--- src/rtl/pit_bus_master.sv ---
// pit_bus_master: turns raw-write / program-channel / read-channel commands
// into timed 8253 bus cycles (setup, strobe, hold, recovery per byte).
module pit_bus_master #(
    parameter int SETUP_CYC  = 1,
    parameter int STROBE_CYC = 2,
    parameter int HOLD_CYC   = 1,
    parameter int RECOV_CYC  = 2
) (
    input  logic        clk,
    input  logic        reset,
    input  logic        cmd_valid,
    output logic        cmd_ready,
    input  logic [1:0]  cmd_op,
    input  logic [1:0]  cmd_addr,
    input  logic [1:0]  cmd_chan,
    input  logic [2:0]  cmd_mode,
    input  logic [15:0] cmd_data,
    output logic        done,
    output logic        err,
    output logic [15:0] rsp_data,
    output logic        cs_n,
    output logic        rd_n,
    output logic        wr_n,
    output logic        a1,
    output logic        a0,
    output logic [7:0]  d_out,
    output logic        d_oe,
    input  logic [7:0]  d_in
);

    localparam logic [1:0] OP_RAW  = 2'b00;
    localparam logic [1:0] OP_PROG = 2'b01;
    localparam logic [1:0] OP_READ = 2'b10;

    typedef enum logic [2:0] {
        S_IDLE,
        S_SETUP,
        S_STROBE,
        S_HOLD,
        S_RECOV
    } state_t;

    // Describes byte number idx of a command as {is_read, addr[1:0], wdata[7:0]}.
    function automatic logic [10:0] byte_info(
        input logic [1:0]  op,
        input logic [1:0]  addr,
        input logic [1:0]  chan,
        input logic [2:0]  mode,
        input logic [15:0] data,
        input logic [1:0]  idx
    );
        logic [10:0] r;
        r = '0;
        case (op)
            OP_RAW:  r = {1'b0, addr, data[7:0]};
            OP_PROG: begin
                case (idx)
                    2'd0:    r = {1'b0, 2'b11, chan, 2'b11, mode, 1'b0};
                    2'd1:    r = {1'b0, chan, data[7:0]};
                    default: r = {1'b0, chan, data[15:8]};
                endcase
            end
            OP_READ: begin
                if (idx == 2'd0) r = {1'b0, 2'b11, chan, 6'b000000};
                else             r = {1'b1, chan, 8'h00};
            end
            default: r = '0;
        endcase
        return r;
    endfunction

    state_t      state_q, state_d;
    logic [7:0]  cnt_q, cnt_d;
    logic [1:0]  idx_q, idx_d;
    logic [1:0]  op_q, op_d;
    logic [1:0]  addr_q, addr_d;
    logic [1:0]  chan_q, chan_d;
    logic [2:0]  mode_q, mode_d;
    logic [15:0] data_q, data_d;
    logic [7:0]  lsb_q, lsb_d;
    logic [7:0]  msb_q, msb_d;

    logic        cmd_ready_q, cmd_ready_d;
    logic        done_q, done_d;
    logic        err_q, err_d;
    logic [15:0] rsp_data_q, rsp_data_d;
    logic        cs_n_q, cs_n_d;
    logic        rd_n_q, rd_n_d;
    logic        wr_n_q, wr_n_d;
    logic        a1_q, a1_d;
    logic        a0_q, a0_d;
    logic [7:0]  d_out_q, d_out_d;
    logic        d_oe_q, d_oe_d;

    logic [10:0] cur_info;
    logic [10:0] ld_info;
    logic        cur_rd;
    logic        is_last;
    logic        bad_cmd;

    // Next-state, counter, command capture and next output values
    always_comb begin
        state_d     = state_q;
        cnt_d       = cnt_q;
        idx_d       = idx_q;
        op_d        = op_q;
        addr_d      = addr_q;
        chan_d      = chan_q;
        mode_d      = mode_q;
        data_d      = data_q;
        lsb_d       = lsb_q;
        msb_d       = msb_q;
        cmd_ready_d = cmd_ready_q;
        done_d      = 1'b0;
        err_d       = 1'b0;
        rsp_data_d  = rsp_data_q;
        cs_n_d      = cs_n_q;
        rd_n_d      = rd_n_q;
        wr_n_d      = wr_n_q;
        a1_d        = a1_q;
        a0_d        = a0_q;
        d_out_d     = d_out_q;
        d_oe_d      = d_oe_q;

        cur_info = byte_info(op_q, addr_q, chan_q, mode_q, data_q, idx_q);
        cur_rd   = cur_info[10];
        is_last  = (op_q == OP_RAW) || (idx_q == 2'd2);
        bad_cmd  = (cmd_op == 2'b11) || ((cmd_op != OP_RAW) && (cmd_chan == 2'b11));

        // The first byte comes straight from the command inputs; later bytes
        // come from the captured copy.
        if (state_q == S_IDLE)
            ld_info = byte_info(cmd_op, cmd_addr, cmd_chan, cmd_mode, cmd_data, 2'd0);
        else
            ld_info = byte_info(op_q, addr_q, chan_q, mode_q, data_q, idx_q + 2'd1);

        case (state_q)
            S_IDLE: begin
                if (cmd_valid && cmd_ready_q) begin
                    op_d   = cmd_op;
                    addr_d = cmd_addr;
                    chan_d = cmd_chan;
                    mode_d = cmd_mode;
                    data_d = cmd_data;
                    if (bad_cmd) begin
                        done_d = 1'b1;
                        err_d  = 1'b1;
                    end else begin
                        state_d     = S_SETUP;
                        cnt_d       = 8'(SETUP_CYC - 1);
                        idx_d       = 2'd0;
                        cmd_ready_d = 1'b0;
                        cs_n_d      = 1'b0;
                        a1_d        = ld_info[9];
                        a0_d        = ld_info[8];
                        d_out_d     = ld_info[7:0];
                        d_oe_d      = ~ld_info[10];
                    end
                end
            end

            S_SETUP: begin
                if (cnt_q == 8'd0) begin
                    state_d = S_STROBE;
                    cnt_d   = 8'(STROBE_CYC - 1);
                    if (cur_rd) rd_n_d = 1'b0;
                    else        wr_n_d = 1'b0;
                end else begin
                    cnt_d = cnt_q - 8'd1;
                end
            end

            S_STROBE: begin
                if (cnt_q == 8'd0) begin
                    state_d = S_HOLD;
                    cnt_d   = 8'(HOLD_CYC - 1);
                    rd_n_d  = 1'b1;
                    wr_n_d  = 1'b1;
                    // d_in is taken on the edge that ends the strobe
                    if (cur_rd) begin
                        if (idx_q == 2'd1) lsb_d = d_in;
                        else               msb_d = d_in;
                    end
                end else begin
                    cnt_d = cnt_q - 8'd1;
                end
            end

            S_HOLD: begin
                if (cnt_q == 8'd0) begin
                    cs_n_d = 1'b1;
                    d_oe_d = 1'b0;
                    // The final recovery cycle of the last byte doubles as the
                    // idle/done cycle, so with one recovery cycle finish now.
                    if (is_last && (RECOV_CYC == 1)) begin
                        state_d     = S_IDLE;
                        cmd_ready_d = 1'b1;
                        done_d      = 1'b1;
                        if (op_q == OP_READ) rsp_data_d = {msb_q, lsb_q};
                    end else begin
                        state_d = S_RECOV;
                        cnt_d   = 8'(RECOV_CYC - 1);
                    end
                end else begin
                    cnt_d = cnt_q - 8'd1;
                end
            end

            S_RECOV: begin
                if (is_last) begin
                    if (cnt_q <= 8'd1) begin
                        state_d     = S_IDLE;
                        cmd_ready_d = 1'b1;
                        done_d      = 1'b1;
                        if (op_q == OP_READ) rsp_data_d = {msb_q, lsb_q};
                    end else begin
                        cnt_d = cnt_q - 8'd1;
                    end
                end else if (cnt_q == 8'd0) begin
                    state_d = S_SETUP;
                    cnt_d   = 8'(SETUP_CYC - 1);
                    idx_d   = idx_q + 2'd1;
                    cs_n_d  = 1'b0;
                    a1_d    = ld_info[9];
                    a0_d    = ld_info[8];
                    d_out_d = ld_info[7:0];
                    d_oe_d  = ~ld_info[10];
                end else begin
                    cnt_d = cnt_q - 8'd1;
                end
            end

            default: begin
                state_d     = S_IDLE;
                cmd_ready_d = 1'b1;
                cs_n_d      = 1'b1;
                rd_n_d      = 1'b1;
                wr_n_d      = 1'b1;
                d_oe_d      = 1'b0;
            end
        endcase
    end

    // State register, captured command and all registered outputs
    always_ff @(posedge clk) begin
        if (reset) begin
            state_q     <= S_IDLE;
            cnt_q       <= '0;
            idx_q       <= '0;
            op_q        <= '0;
            addr_q      <= '0;
            chan_q      <= '0;
            mode_q      <= '0;
            data_q      <= '0;
            lsb_q       <= '0;
            msb_q       <= '0;
            cmd_ready_q <= 1'b1;
            done_q      <= 1'b0;
            err_q       <= 1'b0;
            rsp_data_q  <= '0;
            cs_n_q      <= 1'b1;
            rd_n_q      <= 1'b1;
            wr_n_q      <= 1'b1;
            a1_q        <= 1'b0;
            a0_q        <= 1'b0;
            d_out_q     <= '0;
            d_oe_q      <= 1'b0;
        end else begin
            state_q     <= state_d;
            cnt_q       <= cnt_d;
            idx_q       <= idx_d;
            op_q        <= op_d;
            addr_q      <= addr_d;
            chan_q      <= chan_d;
            mode_q      <= mode_d;
            data_q      <= data_d;
            lsb_q       <= lsb_d;
            msb_q       <= msb_d;
            cmd_ready_q <= cmd_ready_d;
            done_q      <= done_d;
            err_q       <= err_d;
            rsp_data_q  <= rsp_data_d;
            cs_n_q      <= cs_n_d;
            rd_n_q      <= rd_n_d;
            wr_n_q      <= wr_n_d;
            a1_q        <= a1_d;
            a0_q        <= a0_d;
            d_out_q     <= d_out_d;
            d_oe_q      <= d_oe_d;
        end
    end

    assign cmd_ready = cmd_ready_q;
    assign done      = done_q;
    assign err       = err_q;
    assign rsp_data  = rsp_data_q;
    assign cs_n      = cs_n_q;
    assign rd_n      = rd_n_q;
    assign wr_n      = wr_n_q;
    assign a1        = a1_q;
    assign a0        = a0_q;
    assign d_out     = d_out_q;
    assign d_oe      = d_oe_q;

endmodule

--- config.mk ---
export PLATFORM = sky130hd
export DESIGN_NAME = pit_bus_master
export DESIGN_NICKNAME = d
export VERILOG_FILES = /design/src/rtl/pit_bus_master.sv
export SDC_FILE = /design/constraint.sdc
export NUM_CORES = 1
export LEC_CHECK = 0
export CAP_MARGIN = 20
export CORE_MARGIN = 1.5
export CORE_UTILIZATION = 55
export CTS_BUF_LIST = sky130_fd_sc_hd__clkbuf_8
export DETAILED_ROUTE_END_ITERATION = 16
export PLACE_DENSITY = 0.81
export SETUP_SLACK_MARGIN = 0.1
export SLEW_MARGIN = 20
export SYNTH_ARGS = -nofsm -noshare
export SYNTH_HDL_FRONTEND = slang
export SYNTH_SLANG_ARGS = --single-unit
--- constraint.sdc ---
create_clock -name clk -period 2.9 [get_ports clk]
set_input_delay 0.725 -clock clk [delete_from_list [all_inputs] [get_ports clk]]
set_output_delay 0.725 -clock clk [all_outputs]
set_load 0.05 [all_outputs]
## Word-level counts from Yosys, hierarchy flattened

Cells that the tools add are included.

- Register bits after elaboration: 87
- Input bits: 36
- Output and inout port bits: 33

- Add/subtract/negate cells: 2
- Magnitude comparators: 1
- Eq/ne operators: 27
- Muxes and demuxes: 69
- Bitwise logic cells: 6
- Reductions and logical operators: 29

Operators by type and width:

| operator | count |
|---|---|
| two-way mux 8 bit | 10 |
| one-hot mux 11 bit (3 select lines) | 2 |
| one-hot mux 10 bit (2 select lines) | 2 |
| two-way mux 11 bit | 3 |
| one-hot mux 8 bit (4 select lines) | 1 |
| one-hot mux 10 bit (3 select lines) | 1 |
| two-way mux 1 bit | 27 |
| two-way mux 3 bit | 8 |
| AND reduction 4 bit | 6 |
| != test 2 bit (second input constant) | 10 |
| one-hot mux 8 bit (2 select lines) | 1 |
| one-hot mux 3 bit (5 select lines) | 1 |
| equality test 2 bit (second input constant) | 5 |
| AND reduction 5 bit | 2 |
| != test 3 bit (second input constant) | 3 |
| one-hot mux 1 bit (3 select lines) | 3 |
| equality test 2 x 1 -> 1 bit (second input constant) | 4 |
| less-or-equal comparator 8 x 1 -> 1 bit (second input constant) | 1 |
| zero test 2 bit | 4 |
| zero test 8 bit | 1 |
| two-way mux 2 bit | 4 |
| one-hot mux 1 bit (4 select lines) | 2 |
| subtractor 8 x 1 -> 8 bit (second input constant) | 1 |
| AND reduction 7 bit | 1 |
| 17 further kinds | 31 |

## Logic depth before layout (Yosys ltp)

Gate-level depths: netlist of run 1.

- Depth after elaboration: 9
- Gate-level depth with buffers: 9
- Gate-level depth less buffers: 7

## Least setup slack after synthesis of run 1

No wires, ideal clock.

- Kind: in2reg
- Start point: input cmd_op[1]
- End point: register state_q[0]
- Library setup time: 0.070 ns
- Arrival time: 2.316 ns
- Data required time: 2.830 ns
- Slack: 0.513 ns
- Stages: 8
- Path buffers: 1
- Path through: inv_1 > ha_1 > clkbuf_1 > and3b_1 > nor2_1 > a221oi_1 > or4b_1 > a21oi_1

- Longest elaborated chain between the ends: 5

Ends and longest elaborated chain:

| item | line | text |
|---|---|---|
| start, declared | 13 | `input logic [1:0] cmd_op,` |
| nonzero test 2 bit | 128 | `bad_cmd = (cmd_op == 2'b11) \|\| ((cmd_op != OP_RAW) && (cmd_chan == 2'b11));` |
| logical AND 1 bit | 128 |  |
| logical OR 1 bit * | 128 |  |
| != test 2 bit (no source line) * | n/a |  |
| AND reduction 7 bit (no source line) * | n/a |  |
| end signal, assigned | 269 | `state_q <= state_d;` |
| end, declared | 72 | `state_t state_q, state_d;` |

Every way passes the cells marked *; elsewhere a longest branch is shown, timed or not.
A chain may end at the register's enable or synchronous reset.

## Worst setup path in the final report of run 1

- Start point: register cnt_q[0]
- End point: register lsb_q[7]

- Longest elaborated chain between the ends: 2

Ends and longest elaborated chain:

| item | line | text |
|---|---|---|
| start, declared | 73 | `logic [7:0] cnt_q, cnt_d;` |
| start signal, assigned | 270 | `cnt_q <= cnt_d;` |
| zero test 8 bit | 174 | `if (cnt_q == 8'd0) begin` |
| AND reduction 4 bit (no source line) | n/a |  |
| end signal, assigned | 277 | `lsb_q <= lsb_d;` |
| end, declared | 80 | `logic [7:0] lsb_q, lsb_d;` |

Every way passes these cells.

==> results.toml, run 1 <==
[run_status]
status = "finished clean"

[pwr]
power_mw = 4.287
comb_power_share = 0.426
leakagePower_nw = 1.933
p_sw_mw = 1.838
seqPwrFrac = 0.364
power.density_mw_per_mm2 = 842.2
vdd.ir_drop.worst_v = 0.0004260
switching_share = 0.4288
clkPwrFrac = 0.211
intPower_mw = 2.449

[timing]
drv_slew = 0
skew_ns = 0.008938
setup_viol = 0
finalCriticalPeriod_ns = 2.562
max_freq_mhz = 390.3
fin_crit_sh = 0.8835
slew-limit-headroom = 0.5185
final_hold_viol_count = 0
worst_pin_slew_ns = 0.7123
fin_hold_ws_ns = 0.4565
setup_tns_ns = 0
rsz0062_at_grt = "false"

[setup_path]
max_stage_delay_ns = 0.60
worstPathRequired_ns = 3.14
worst_setup_path_end_kind = "flop"
crit_buf_inv = 1
cpMaxStageDelayCell = "or4b_1"
worstPathArrival_ns = 2.80
start_kind = "flop"
reg2reg_depth = 7
path_depth = 7
cp_top_family = "simple AND/OR/NAND/NOR gates"
crit_chain = "inv_1 -> ha_1 -> or4b_1 -> nor3_1 -> nand4_2 -> mux2i_1 -> nor2_1"
path_max_fanout = 8
criticalPathCategory = "flop to flop"

[global_routing]
grt_busiest_layer = "met2"
grt_pass1_wl_um = 16860
use_met3 = 0.08403
grt_overflow_total = 0
grtUsageMet1 = 0.3400
antenna_found_initial = 0
grt_max_degree = 45
grt_pass1_vias = 3738
use_met2 = 0.4504
grt_usage = 0.2751

[floorplan]
std_cell_rows = 31
ioPinCount = 69
die_w_um = 89.17
core_area_sq_mm = 0.007214
die-area_sq_mm = 0.007951
die_height_um = 89.17
initial_core_util = 0.5661

[placed_design]
gp_congestion = 0.8801
place_area_sq_mm = 0.004880
io_buffers = 68
dp_hpwl_um = 7338

[finish]
final_area_sq_mm = 0.005090
nets = 626
drive_above_1_share = 0.07216
area_growth_pct = 24.63
utilization = 0.7055
fillers = 621
antennaDiodeCount = 0
layout_common_cells = "nand2_1 (113), dfxtp_1 (87), clkdlybuf4s50_1 (67), a21oi_1 (66), nor2_1 (49)"
layout_commonest_cell = "nand2_1"

[clocking]
numCtsBuffers = 9
path_clk_slew_ns = 0.10
post_cts_buffers = 0
clk_latency_ns = 0.37
cts_max_level = 3
cts_resized = 0
cts_tree = "done"
cts_sinks = 87
clock_path_buffers = 2
postCtsHoldBufs = 0
cts_root_buf = "clkbuf_8"

[yosys]
syn-cell-area_sq_mm = 0.004084
ys_types = 53
synth-seq-cells = 87
ys_seq_area_frac = 0.4265
synth_cells = 515
synth.avg_cell_area_sq_um = 7.930
synth_nets = 564
yosys_most_used_dff = "dfxtp_1"
synth_warnings = 0
synth_edf_count = 0
synthArstFlopShare = 0

[detailed_routing]
drt-vias-per-instance = 5.725
wl_um = 10470
wl_per_cell_um = 15.37
drtIter0Drc = 203
detail-route-antenna-nets = 0
drc = 0
drtPass1Iterations = 5
via_count = 3899

[min_path]
hold_class = "flop to flop"
whs_path_depth = 2

[run]
maxCapViolations = 0
worst min-delay path: stages (launching register included):
cell and delay [ns]:
dfxtp_1 0.32, nand2_1 0.05, a21oi_1 0.05
metal layers:
metal | routed length [um] | vias to the layer above
li1 | - | 1913
met1 | 4410 | 1813
met2 | 5047 | 154
met3 | 831 | 19
met4 | 177 | 0
met5 | 0 | -
through the flow:
step / cells / setup WS, ns
6_report: 681 / 0.3378
3_3_place_gp: 665 / 0.2233
3_5_place_dp: 665 / 0.1242
2_1_floorplan: 515 / 0.5133
5_1_grt: 681 / 0.2173
4_1_cts: 681 / 0.3759
flip-flops by register name, indices dropped and copies added (netlist names), 3 cells and up:
signal and cells:
rsp_data 16, mode_q 3, d_out 8, state_q 3
lsb_q 8, cnt_q 8, data_q 16, msb_q 8
cell type report:
| class | count | area [sq um] | share of cell area |
|---|---|---|---|
| multi-input combinational | 381 | 2153 | 0.4231 |
| sequential | 87 | 1742 | 0.3422 |
| timing repair buffer | 84 | 808.3 | 0.1588 |
| clock buffer | 9 | 123.9 | 0.02434 |
| tap | 99 | 123.9 | 0.02434 |
| clock inverter | 7 | 86.33 | 0.01696 |
| inverter | 14 | 52.55 | 0.01032 |
final timing paths:
kind                         startpoint                        end  slack [ns]
setup / recovery  cnt_q[0]$_SDFFE_PP0P_      lsb_q[7]$_SDFFE_PP0P_        0.34
setup reg to reg  cnt_q[0]$_SDFFE_PP0P_      lsb_q[7]$_SDFFE_PP0P_        0.34
hold / removal    msb_q[4]$_SDFFE_PP0P_  rsp_data[12]$_SDFFE_PP0P_        0.46
hold reg to reg   msb_q[4]$_SDFFE_PP0P_  rsp_data[12]$_SDFFE_PP0P_        0.46
cell families (layout without fill, tap and decap cells):
group,Yosys count,after routing,share of synthesized area
fa+ha+maj,13,13,0.03983
flops,87,87,0.4265
compound gates,134,134,0.2074
buf+inv,47,114,0.04626
simple gates,214,214,0.2316
mux,18,18,0.04412
xor+xnor,2,2,0.004290
cell usage after synthesis (4+ instances only):
master | instances | area share
nand2_1 | 113 | 0.10
dfxtp_1 | 87 | 0.43
a21oi_1 | 66 | 0.081
nor2_1 | 49 | 0.045
clkbuf_1 | 27 | 0.025
mux2i_1 | 18 | 0.044
o21ai_0 | 17 | 0.021
nor3_1 | 15 | 0.018
inv_1 | 14 | 0.013
ha_1 | 13 | 0.040
a211oi_1 | 11 | 0.020
nor2b_1 | 6 | 0.0092
a22o_1 | 5 | 0.011
a22oi_1 | 4 | 0.0074
buf_2 | 4 | 0.0049
nand3_1 | 4 | 0.0049
nand4_1 | 4 | 0.0061
o211ai_1 | 4 | 0.0074
or3_1 | 4 | 0.0061
power by group through the flow:
| stage | clock network [mW] | registers (mW) | logic, mW |
|---|---|---|---|
| floorplan | 0 | 1.71 | 1.16 |
| global placement | 0 | 1.57 | 1.74 |
| detailed placement | 0 | 1.58 | 1.79 |
| CTS | 0.914 | 1.55 | 1.80 |
| global route | 0.976 | 1.59 | 1.98 |
| finish | 0.903 | 1.56 | 1.82 |
(Power assumes the default switching activity.)
==> run 2, diff against run 1 <==
CORE_ASPECT_RATIO = 0.7   (was not set)
==> run 2 against run 1 <==
  * Clock-buffer cell count unchanged
  * Via count decreased by 0.13%
  * Largest power group unchanged
  * Critical path depth unchanged
  * Register-to-register slack got worse by 0.07 ns
  * Utilization decreased by 0.49 points
  * Flip-flop and latch count unchanged
  * Highest routed layer unchanged
  * Hold slack got worse by 0.0061 ns
  * Non-clock buffer count up 1
  * Die area up 0.11%
  * Largest cell class unchanged
  * Final area shrank 0.15%
  * First-iteration DRC count grew 36%
  * Critical endpoint is now d_oe$_SDFFE_PP0P_
==> results.toml, run 2 (synthesis gave the netlist of run 1 again) <==
[placed_design]
post-place-ws_ns = 0.2197
dp_hpwl_um = 6950
io_buffers = 68
gp_congestion = 0.8660
place_area_sq_mm = 0.004873

[global_routing]
grt_pass1_wl_um = 16260
grt_max_degree = 38
grt_overflow_total = 0
antenna_found_initial = 0
grt_pass1_vias = 3369
grt_usage = 0.2597

[run]
maxCapViolations = 0

[timing]
final_hold_viol_count = 0
setup_ws_ns = 0.2722
setup_tns_ns = 0
worst_pin_slew_ns = 0.5734
setup_viol = 0
skew_ns = 0.009731
rsz0062_at_grt = "false"
fin_hold_ws_ns = 0.4504
max_freq_mhz = 380.5
finalCriticalPeriod_ns = 2.628
fin_crit_sh = 0.9061
drv_slew = 0
slew-limit-headroom = 0.6177

[setup_path]
r2r_setup_slack_ns = 0.27
r2r-end = "d_oe$_SDFFE_PP0P_"
worstPathRequired_ns = 3.19
worstPathArrival_ns = 2.92
start_kind = "flop"
path_max_fanout = 7
criticalPathCategory = "flop to flop"
worst_setup_path_end_kind = "flop"
reg2reg_depth = 7
timing.rr.start = "cnt_q[0]$_SDFFE_PP0P_"

[pwr]
vdd.ir_drop.worst_v = 0.0004062
leakagePower_nw = 1.925
power.density_mw_per_mm2 = 849.8

[clocking]
cts_max_level = 3
cts_tree = "done"
cts_root_buf = "clkbuf_8"
postCtsHoldBufs = 0
path_clk_slew_ns = 0.09
cts_sinks = 87
clock_path_buffers = 2
numCtsBuffers = 9
clk_latency_ns = 0.36

[floorplan]
initial_core_util = 0.5630
std_cell_rows = 26
die_height_um = 75.10
die_w_um = 106.0
die-area_sq_mm = 0.007960
ioPinCount = 69
core_area_sq_mm = 0.007254

[detailed_routing]
drc = 0
drtPass1Iterations = 6
wl_um = 10170
detail-route-antenna-nets = 0
wl_per_cell_um = 14.93
via_count = 3894
drt-vias-per-instance = 5.718
drtIter0Drc = 277

[finish]
antennaDiodeCount = 0
utilization = 0.7006
layout_common_cells = "nand2_1 (113), dfxtp_1 (87), clkdlybuf4s50_1 (67), a21oi_1 (66), nor2_1 (49)"
layout_commonest_cell = "nand2_1"
drive_above_1_share = 0.07719
final_area_sq_mm = 0.005082
fillers = 577
area_growth_pct = 24.45
nets = 627

[min_path]
whs_path_depth = 2
hold_class = "flop to flop"
hold_start = "msb_q[0]$_SDFFE_PP0P_"
worstHoldEndpoint = "rsp_data[8]$_SDFFE_PP0P_"

[run_status]
status = "finished clean"
## run 2: metal layers
metal,part of all wire,track usage,up-vias
met1,0.45,0.3451,1785
met5,0,0,-
li1,-,-,1916
met3,0.069,0.05108,22
met2,0.47,0.4394,171
met4,0.013,0.07357,0
## run 2: cell type report
cell class | count | area (sq um) | area share
Clock inverter | 7 | 78.83 | 0.01551
Inverter | 14 | 52.55 | 0.01034
Multi-Input combinational cell | 381 | 2160 | 0.4249
Timing Repair Buffer | 85 | 803.3 | 0.1581
Clock buffer | 9 | 123.9 | 0.02437
Tap cell | 98 | 122.6 | 0.02413
Sequential cell | 87 | 1742 | 0.3427
## run 2: critical path, stage by stage, from the launching register on
cell	delay, ns
dfxtp_1	0.39
inv_1	0.17
ha_1	0.20
or4b_1	0.61
nor3_1	0.36
o21ai_0	0.23
a2111o_1	0.47
a21oi_1	0.14
## run 2: timing repair
action	CTS	global route
gates resized for setup	0	2
setup endpoints to repair	0	11
buffers inserted	0	0
## run 2: worst max-delay path by stage
| stage | end | start | slack (ns) |
|---|---|---|---|
| finish | d_oe$_SDFFE_PP0P_ | cnt_q[0]$_SDFFE_PP0P_ | 0.27 |
| detailed placement | cnt_q[1]$_SDFFE_PP0P_ | cmd_op[1] | 0.22 |
| global route | d_oe$_SDFFE_PP0P_ | cnt_q[0]$_SDFFE_PP0P_ | 0.17 |
| floorplan | state_q[0]$_SDFFE_PP0P_ | cmd_op[1] | 0.51 |
| CTS | msb_q[2]$_SDFFE_PP0P_ | cnt_q[0]$_SDFFE_PP0P_ | 0.23 |
| global placement | cnt_q[1]$_SDFFE_PP0P_ | cmd_op[1] | 0.29 |
## run 2: power breakdown
group	total [mW]	internal (mW)	switching, mW
combinational	1.89	0.687	1.20
clock	0.866	0.405	0.461
sequential	1.56	1.38	0.185
## run 2: stage by stage
step,cells,power (mW)
after floorplan,515,2.872
after CTS,681,4.276
after global placement,665,3.340
final,681,4.319
after detailed placement,665,3.412
after global routing,681,4.564
==> run 3, diff against run 2 <==
ABC_AREA = 0   (was not set)
ABC_CLOCK_PERIOD_IN_PS = 2900   (was not set)
GPL_TIMING_DRIVEN = 0   (was not set)
==> run 3 against run 2 <==
  * Final area grew 0.47%
  * Clock-buffer cell count is the same
  * Flip-flop and latch count is the same
  * Clock power shrank 2.8%
  * Fmax shrank 1.5%
  * Critical endpoint is now cnt_q[2]$_SDFFE_PP0P_
  * Sequential power is essentially flat
  * Die area is the same
  * Combinational power is essentially flat
  * Hold slack gained 0.0070 ns
  * Non-clock buffer count grew 16
  * Critical path depth grew 2
==> results.toml, run 3 (synthesis gave the netlist of run 1 again) <==
[run_status]
status = "finished clean"

[finish]
utilization = 0.7039
layout_common_cells = "nand2_1 (113), dfxtp_1 (87), clkdlybuf4s50_1 (67), a21oi_1 (66), nor2_1 (48)"
layout_commonest_cell = "nand2_1"
layout.cells.non_filler = 697
nets = 643
drive_above_1_share = 0.06010
antennaDiodeCount = 0
area_growth_pct = 25.03

[setup_path]
start_kind = "primary input"
timing.rr.start = "state_q[2]$_SDFFE_PP0P_"
worst_setup_path_end_kind = "flop"
worstSetupEndpoint = "cnt_q[2]$_SDFFE_PP0P_"
crit_chain = "clkdlybuf4s50_1 -> inv_1 -> ha_1 -> clkbuf_2 -> and3b_1 -> o32ai_2 -> a21oi_1 -> a21oi_1 -> o22ai_1"
r2r-end = "d_oe$_SDFFE_PP0P_"
cpMaxStageDelayCell = "clkdlybuf4s50_1"
worstPathRequired_ns = 3.20
crit_path_frequent_cell = "a21oi_1"
worstPathArrival_ns = 2.96
setup.worst_path.start = "cmd_op[1]"
path_depth = 9
cp_top_family = "buffers and inverters"
r2r_setup_slack_ns = 0.29
path_max_fanout = 10
max_stage_delay_ns = 0.56
crit_buf_inv = 3
reg2reg_depth = 7
criticalPathCategory = "primary input to flop"

[placed_design]
dp.cells = 681
io_buffers = 68
gp_congestion = 0.9329
dp_hpwl_um = 7965

[timing]
finalCriticalPeriod_ns = 2.668
drv_slew = 0
rsz0062_at_grt = "false"
setup_tns_ns = 0
setup_viol = 0
slew-limit-headroom = 0.4416
worst_pin_slew_ns = 0.8345
fin_crit_sh = 0.9199
max_freq_mhz = 374.8
final_hold_viol_count = 0
skew_ns = 0.01259

[detailed_routing]
drt-vias-per-instance = 5.647
via_count = 3936
drc = 0
wl_per_cell_um = 15.44
detail-route-antenna-nets = 0
drtIter0Drc = 258
drtPass1Iterations = 5
wl_um = 10760

[clocking]
cts_max_level = 3
clk_latency_ns = 0.38
path_clk_slew_ns = 0.10
cts_root_buf = "clkbuf_8"
postCtsHoldBufs = 0
post_cts_buffers = 0
numCtsBuffers = 9
cts_sinks = 87
cts_tree = "done"
clock_path_buffers = 2

[run]
maxCapViolations = 0

[pwr]
intPower_mw = 2.374
leakagePower_nw = 1.935
power.density_mw_per_mm2 = 832.5
switching_share = 0.4416
p_sw_mw = 1.877
comb_power_share = 0.441
clkPwrFrac = 0.198
seqPwrFrac = 0.361
vdd.ir_drop.worst_v = 0.0004653

[global_routing]
antenna_found_initial = 0
grt_usage = 0.2757
grt_max_degree = 19
grt_overflow_total = 0
grt_pass1_wl_um = 17040
grt_pass1_vias = 3528

[floorplan]
core_area_sq_mm = 0.007254
std_cell_rows = 26
die_height_um = 75.10
initial_core_util = 0.5630
die-area_sq_mm = 0.007960
ioPinCount = 69
die_w_um = 106.0

[min_path]
hold_class = "flop to flop"
run 3: routing by layer:
layer,share of wire,track usage,up-vias
met5,0,0,-
met4,0.017,0.1051,0
met3,0.081,0.06753,18
met2,0.44,0.4315,162
met1,0.46,0.3741,1818
li1,-,-,1938
run 3: worst min path at each step:
stage,endpoint,depth (start not counted),startpoint,slack [ns]
2_1_floorplan,rsp_data[8]$_SDFFE_PP0P_,2,msb_q[0]$_SDFFE_PP0P_,0.43
3_3_place_gp,rsp_data[10]$_SDFFE_PP0P_,2,msb_q[2]$_SDFFE_PP0P_,0.44
3_5_place_dp,data_q[0]$_SDFFE_PP0P_,2,data_q[0]$_SDFFE_PP0P_,0.45
4_1_cts,rsp_data[4]$_SDFFE_PP0P_,2,lsb_q[4]$_SDFFE_PP0P_,0.45
5_1_grt,rsp_data[10]$_SDFFE_PP0P_,2,msb_q[2]$_SDFFE_PP0P_,0.48
6_report,rsp_data[4]$_SDFFE_PP0P_,2,lsb_q[4]$_SDFFE_PP0P_,0.46
run 3: metrics by stage:
step | hold WS (ns) | cell area (sq um) | setup slack [ns] | total power [mW]
2_1_floorplan | 0.4312 | 4084 | 0.5133 | 2.872
3_3_place_gp | 0.4392 | 4887 | -0.4043 | 3.345
3_5_place_dp | 0.4468 | 4887 | -0.4881 | 3.383
4_1_cts | 0.4513 | 5089 | 0.1503 | 4.216
5_1_grt | 0.4817 | 5106 | 0.1525 | 4.502
6_report | 0.4575 | 5106 | 0.2322 | 4.251
run 3: area by class of cell:
type                    instances  area [sq um]
clock inverters                 7         73.82
repair buffers                 68         683.2
fillers                       591          2148
inverters                      14         52.55
well taps                      98         122.6
clock buffers                   9         123.9
multi-input cells             381          2170
flip-flops and latches         87          1742
plain buffers                  33         138.9
run 3: worst register-to-register path, cell delays in order (launching register included):
cell and delay (ns):
dfxtp_1 0.31, buf_2 0.18, or3_1 0.32, clkbuf_1 0.20, nor2_1 0.68, nand2_1 0.27, a2111o_1 0.44, a21oi_1 0.14
run 3: power by group through the flow:
stage | logic [mW] | clock network [mW] | registers, mW
2_1_floorplan | 1.16 | 0 | 1.71
3_3_place_gp | 1.79 | 0 | 1.55
3_5_place_dp | 1.82 | 0 | 1.56
4_1_cts | 1.83 | 0.850 | 1.53
5_1_grt | 2.05 | 0.896 | 1.56
6_report | 1.87 | 0.842 | 1.54
run 3: repair_timing:
action                                  in CTS  in global routing
pin swaps                                    0                  0
resized for setup                            2                  6
endpoints found under the setup margin      13                 24
